[config.mk]
export PLATFORM = sky130hd
export DESIGN_NAME = cache_refill_reader_flat
export DESIGN_NICKNAME = d
export VERILOG_FILES = /design/src/rtl/mips_core_pkg.sv /design/src/rtl/cache_refill_reader_if.sv /design/src/rtl/cache_refill_reader.sv /design/src/flat_wrapper.sv
export SDC_FILE = /design/constraint.sdc
export NUM_CORES = 1
export LEC_CHECK = 0
export CORE_AREA = 2 2 118 109
export DETAILED_ROUTE_END_ITERATION = 7
export DIE_AREA = 0 0 120 111
export DONT_BUFFER_PORTS = 1
export GPL_ROUTABILITY_DRIVEN = 0
export PLACE_DENSITY = 0.7
export SLEW_MARGIN = 20
export SYNTH_ARGS = -nofsm -noshare
export SYNTH_HDL_FRONTEND = slang
export SYNTH_SLANG_ARGS = --single-unit
[constraint.sdc]
create_clock -name clk -period 3.7 [get_ports clk]
set_input_delay 0.555 -clock clk [delete_from_list [all_inputs] [get_ports clk]]
set_output_delay 0.555 -clock clk [all_outputs]
set_load 0.02 [all_outputs]
[src/rtl/mips_core_pkg.sv]
// Shared core package: bus widths, cache line geometry and the refill FSM state type.
package mips_core_pkg;

    localparam int unsigned ADDR_WIDTH       = 32;
    localparam int unsigned DATA_WIDTH       = 32;
    localparam int unsigned CACHE_LINE_WORDS = 4;
    localparam int unsigned AXI_ID_WIDTH     = 4;
    localparam int unsigned AXI_LEN_WIDTH    = 8;

    typedef enum logic [1:0] {
        IDLE = 2'd0,
        ADDR = 2'd1,
        DATA = 2'd2,
        RESP = 2'd3
    } refill_state_t;

endpackage

[src/rtl/cache_refill_reader_if.sv]
// AXI read-address and read-data channel bundles used by the refill reader.
interface axi_read_address;
    logic                                     arvalid;
    logic                                     arready;
    logic [mips_core_pkg::AXI_ID_WIDTH-1:0]   arid;
    logic [mips_core_pkg::AXI_LEN_WIDTH-1:0]  arlen;
    logic [mips_core_pkg::ADDR_WIDTH-1:0]     araddr;

    modport master (output arvalid, arid, arlen, araddr, input arready);
    modport slave  (input arvalid, arid, arlen, araddr, output arready);
endinterface

interface axi_read_data;
    logic                                     rvalid;
    logic                                     rready;
    logic                                     rlast;
    logic [mips_core_pkg::AXI_ID_WIDTH-1:0]   rid;
    logic [mips_core_pkg::DATA_WIDTH-1:0]     rdata;

    modport master (input rvalid, rlast, rid, rdata, output rready);
    modport slave  (output rvalid, rlast, rid, rdata, input rready);
endinterface

[src/rtl/cache_refill_reader.sv]
// Single-outstanding AXI burst reader that refills one cache line per request.
// Optional CACHE_REFILL_PROTOCOL_CHECK_EN adds a sticky proto_err output and RLAST/RID/AR assertions.
module cache_refill_reader
    import mips_core_pkg::*;
#(
    parameter int unsigned LINE_WORDS = CACHE_LINE_WORDS,
    parameter logic [3:0]  AXI_ID     = 4'd0
) (
    input  logic                             clk,
    input  logic                             rst,
    input  logic                             req_valid,
    output logic                             req_ready,
    input  logic [ADDR_WIDTH-1:0]            req_addr,
    output logic                             resp_valid,
    input  logic                             resp_ready,
    output logic [LINE_WORDS*DATA_WIDTH-1:0] resp_data,
    axi_read_address.master                  ar,
    axi_read_data.master                     r
`ifdef CACHE_REFILL_PROTOCOL_CHECK_EN
    ,
    output logic                             proto_err
`endif
);

    localparam int unsigned CNT_W = (LINE_WORDS > 1) ? $clog2(LINE_WORDS) : 1;
    localparam int unsigned OFF_W = $clog2(LINE_WORDS) + 2;

    localparam logic [1:0] ST_IDLE = 2'(IDLE);
    localparam logic [1:0] ST_ADDR = 2'(ADDR);
    localparam logic [1:0] ST_DATA = 2'(DATA);
    localparam logic [1:0] ST_RESP = 2'(RESP);

    localparam logic [CNT_W-1:0] LAST_CNT = CNT_W'(LINE_WORDS - 1);

    logic [1:0]            state_q;
    logic [1:0]            state_d;
    logic                  arvalid_q;
    logic                  rready_q;
    logic [ADDR_WIDTH-1:0] araddr_q;
    logic [CNT_W-1:0]      cnt_q;

    logic req_fire_c;
    logic ar_fire_c;
    logic beat_c;
    logic last_beat_c;
    logic resp_fire_c;

    assign req_fire_c  = req_valid && req_ready;
    assign ar_fire_c   = arvalid_q && ar.arready;
    assign beat_c      = r.rvalid && rready_q;
    assign last_beat_c = (cnt_q == LAST_CNT);
    assign resp_fire_c = resp_valid && resp_ready;

    assign ar.arvalid = arvalid_q;
    assign ar.araddr  = araddr_q;
    assign ar.arid    = AXI_ID;
    assign ar.arlen   = AXI_LEN_WIDTH'(LINE_WORDS - 1);
    assign r.rready   = rready_q;

    // Next-state: completion of the burst is decided purely by the beat counter.
    always_comb begin
        state_d = state_q;
        case (state_q)
            ST_IDLE: if (req_fire_c)            state_d = ST_ADDR;
            ST_ADDR: if (ar_fire_c)             state_d = ST_DATA;
            ST_DATA: if (beat_c && last_beat_c) state_d = ST_RESP;
            ST_RESP: if (resp_fire_c)           state_d = ST_IDLE;
            default:                            state_d = ST_IDLE;
        endcase
    end

    // State register with handshake outputs registered from the next state.
    always_ff @(posedge clk) begin
        if (rst) begin
            state_q    <= ST_IDLE;
            req_ready  <= 1'b1;
            arvalid_q  <= 1'b0;
            rready_q   <= 1'b0;
            resp_valid <= 1'b0;
            araddr_q   <= '0;
            cnt_q      <= '0;
            resp_data  <= '0;
        end else begin
            state_q    <= state_d;
            req_ready  <= (state_d == ST_IDLE);
            arvalid_q  <= (state_d == ST_ADDR);
            rready_q   <= (state_d == ST_DATA);
            resp_valid <= (state_d == ST_RESP);
            if (req_fire_c) begin
                araddr_q <= {req_addr[ADDR_WIDTH-1:OFF_W], OFF_W'(0)};
                cnt_q    <= '0;
            end
            if (beat_c) begin
                resp_data[cnt_q*DATA_WIDTH +: DATA_WIDTH] <= r.rdata;
                cnt_q <= cnt_q + CNT_W'(1);
            end
        end
    end

`ifdef CACHE_REFILL_PROTOCOL_CHECK_EN
    // Sticky flag for beats whose RLAST or RID disagrees with the expected burst shape.
    always_ff @(posedge clk) begin
        if (rst) begin
            proto_err <= 1'b0;
        end else if (beat_c && ((r.rlast != last_beat_c) || (r.rid != AXI_ID))) begin
            proto_err <= 1'b1;
        end
    end

`ifndef SYNTHESIS
    a_rlast: assert property (@(posedge clk) disable iff (rst) beat_c |-> (r.rlast == last_beat_c));
    a_rid: assert property (@(posedge clk) disable iff (rst) beat_c |-> (r.rid == AXI_ID));
    a_ar_hold: assert property (@(posedge clk) disable iff (rst)
        (arvalid_q && !ar.arready) |=> (arvalid_q && $stable(araddr_q)));
`endif
`endif

endmodule
[src/flat_wrapper.sv]
// flat-port wrapper written by rule: the top's interface ports become plain ports
module cache_refill_reader_flat import mips_core_pkg::*;
#(
    parameter int unsigned LINE_WORDS = CACHE_LINE_WORDS,
    parameter logic [3:0]  AXI_ID     = 4'd0
)
  (clk, rst, req_valid, req_ready, req_addr, resp_valid, resp_ready, resp_data, ar_arvalid, ar_arid, ar_arlen, ar_araddr, ar_arready, r_rvalid, r_rlast, r_rid, r_rdata, r_rready);
  axi_read_address ar_i ();
  axi_read_data r_i ();
  input  logic clk;
  input  logic rst;
  input  logic req_valid;
  output logic req_ready;
  input  logic [ADDR_WIDTH-1:0] req_addr;
  output logic resp_valid;
  input  logic resp_ready;
  output logic [LINE_WORDS*DATA_WIDTH-1:0] resp_data;
  output wire logic [$bits(ar_i.arvalid)-1:0] ar_arvalid;
  output wire logic [$bits(ar_i.arid)-1:0] ar_arid;
  output wire logic [$bits(ar_i.arlen)-1:0] ar_arlen;
  output wire logic [$bits(ar_i.araddr)-1:0] ar_araddr;
  input wire logic [$bits(ar_i.arready)-1:0] ar_arready;
  input wire logic [$bits(r_i.rvalid)-1:0] r_rvalid;
  input wire logic [$bits(r_i.rlast)-1:0] r_rlast;
  input wire logic [$bits(r_i.rid)-1:0] r_rid;
  input wire logic [$bits(r_i.rdata)-1:0] r_rdata;
  output wire logic [$bits(r_i.rready)-1:0] r_rready;
  assign ar_arvalid = ar_i.arvalid;
  assign ar_arid = ar_i.arid;
  assign ar_arlen = ar_i.arlen;
  assign ar_araddr = ar_i.araddr;
  assign ar_i.arready = ar_arready;
  assign r_i.rvalid = r_rvalid;
  assign r_i.rlast = r_rlast;
  assign r_i.rid = r_rid;
  assign r_i.rdata = r_rdata;
  assign r_rready = r_i.rready;
  cache_refill_reader #(.LINE_WORDS(LINE_WORDS), .AXI_ID(AXI_ID)) u_core (.clk(clk), .rst(rst), .req_valid(req_valid), .req_ready(req_ready), .req_addr(req_addr), .resp_valid(resp_valid), .resp_ready(resp_ready), .resp_data(resp_data), .ar(ar_i), .r(r_i));
endmodule
==> out/metrics.cfg <==
[run_status]
status=completed

[die]
io_pins=251
dieArea_sq_um=13320
start_util=0.4855
core_region_area_sq_um=12250
die_y_um=111
core.rowCount=39
chipWidth_um=120

[power]
p_switching_w=0.0008161
switching_share=0.2174
seq_power_share=0.492
irDropWorstVdd_mv=0.3699
pwr-share-comb=0.034
clock_power_share=0.474
p_per_area_nw_per_um2=575.7
p_leak_nw=2.270
internal-power_w=0.002938

[route]
highest_layer=met4
vias=4323
drc=0
wl_met2_um=7245
wl_met3_um=1563
detail_route.wirelength_um=14690
drt_iter0_drc=281
dr.pass1.iters=4
viasPerCell=5.465
ant_nets=0
met1_length_um=5688
wl_per_cell_um=18.57

[synth]
avgSynthCellArea_sq_um=9.307
synth-async-reset-ratio=0
ys.flop_type=dfxtp_1
ys_ff_latch=164
synth_edf_count=0
ys_types=32
yosysSeqAreaShare=0.5521
synthAdderAreaFrac=0.01052
syn_area_sq_um=5947
netlist_instances=639
synth_top_family_by_area=compound AO/OA/AOI/OAI gates
synthXorXnorAreaFrac=0
synth_compound_area_frac=0.2028
synthMuxAreaShare=0
synth_simple_gate_area_share=0.1525
ys.warnings.count=0

[global_route]
antenna_found_initial=0
grt_max_degree=102
grt_overflow=0
grt_pass1_vias=4283
grt_pass1_wl_um=22950
track_usage=0.2217

[cells_and_area]
layout.nets=695
antenna_cells=0
drive_above_1_share=0.1085
area_delta_synth_final_pct=9.657

[setup_path]
cp-start-kind=register
r2r_slack_ps=1300
worst_ep_required_time_ps=4030
arrival_ps=2730
critical_path_class=reg2reg
critPathMaxFanout=17
end_kind=register

[clock_network]
cts_tree=built
path_clk_slew_ps=60
cts_buffer_depth=2
clk_latency_ps=420
cts-root-buf=clkbuf_16
hold_buffers=0
cts_resized=0
post-cts-setup-buffers=0
numCtsBuffers=17
cts_max_level=4
cts.sinks=164

[sta]
clock_skew_ps=9.481
relSlewSlack=0.2760
final.period_utilization=0.6491
timing.fmax_mhz=416.4
finalMaxSlewViolations=0
hold_ws_ps=248.7
tightest_slew_ps=1086
tns_ps=0
hold_viol=0
fin_crit_ps=2402
setup_viol=0
rsz0062_at_grt=false

[job]
drv_cap=0

[placed_design]
hpwlAfterDp_um=9668
port_buffers=0

[min_path]
hold_class=in2reg

[logic make-up (layout without fill, tap and decap cells)]
logic type      count (synthesis)  after routing
fa+ha+maj                       5              5
buf+inv                        94             68
simple gates                  207            207
flops                         164            164
compound gates                167            167
other cells                     2             16
[synthesized netlist by cell type, types with 3 or more instances]
master | count | share of area
a21oi_1 | 30 | 0.025
a31oi_1 | 3 | 0.0032
buf_1 | 4 | 0.0025
buf_12 | 3 | 0.010
buf_2 | 9 | 0.0076
buf_4 | 16 | 0.020
clkbuf_1 | 27 | 0.017
dfxtp_1 | 164 | 0.55
ha_1 | 5 | 0.011
inv_1 | 34 | 0.021
nand2_1 | 155 | 0.098
nand2b_1 | 34 | 0.036
nand3_1 | 6 | 0.0050
nor2_1 | 3 | 0.0019
o21ai_0 | 77 | 0.065
o21ai_1 | 19 | 0.016
o32ai_1 | 3 | 0.0044
o32ai_2 | 30 | 0.082
[power groups by stage]
stage | Combinational (W) | Clock (W) | Sequential [W]
floorplan | 0.000131 | 0 | 0.00188
global placement | 0.000122 | 0 | 0.00188
detailed placement | 0.000127 | 0 | 0.00189
CTS | 0.000128 | 0.00180 | 0.00185
global route | 0.000141 | 0.00189 | 0.00185
finish | 0.000127 | 0.00178 | 0.00185
[cell type report]
class | instances | area, sq um
Fill cell | 1077 | 5727
Clock buffer | 23 | 478.0
Clock inverter | 8 | 123.9
Inverter | 34 | 127.6
Sequential cell | 164 | 3283
Multi-Input combinational cell | 395 | 2281
Tap cell | 164 | 205.2
Timing Repair Buffer | 3 | 22.52
[state kept, by name, indices dropped and copies added (netlist names)]
signal             cells
u_core.resp_valid      1
u_core.cnt_q           2
u_core.req_ready       1
u_core.r.rready        1
u_core.ar.arvalid      1
u_core.ar.araddr      28
u_core.resp_data     128
u_core.state_q         2
[worst max-delay path, stage by stage, from the launching register on]
cell     delay [ps]
dfxtp_1         440
inv_1           140
ha_1            370
and4b_1         240
nand3_1         490
buf_4           420
o21ai_0         210
[final timing paths]
check                   from              endpoint  depth (start not counted)
min               resp_ready     u_core.resp_valid                          1
max reg2reg  u_core.cnt_q[0]  u_core.resp_data[92]                          6
min reg2reg  u_core.cnt_q[1]       u_core.cnt_q[1]                          2
max          u_core.cnt_q[0]  u_core.resp_data[92]                          6
[cell usage in the layout (no fill, tap or decap), types with 5 or more instances in the layout]
master	synthesis	layout
o21ai_0	77	77
inv_1	34	34
conb_1	2	16
a21oi_1	30	30
dfxtp_1	164	164
nand2_1	155	155
ha_1	5	5
clkbuf_16	0	17
o32ai_2	30	30
nand3_1	6	6
o21ai_1	19	19
nand2b_1	34	34
[stage by stage]
stage	power, W	instance area (sq um)	utilization	instances	worst slack, ps
6_report	0.003754	6521	0.5324	791	1298
5_1_grt	0.003882	6521	0.5324	791	1067
4_1_cts	0.003776	6521	0.5324	791	1251
3_5_place_dp	0.002012	5919	0.4833	760	1277
3_3_place_gp	0.002005	5919	0.4833	760	1447
2_1_floorplan	0.002007	6000	-	653	1854
[per-layer routing]
layer  vias up  track usage
met3        20      0.09928
met1      2069       0.2489
met4         0      0.07294
li1       2047            -
met2       187       0.3739
met5         -            0
Power figures use the tool's default switching activity.
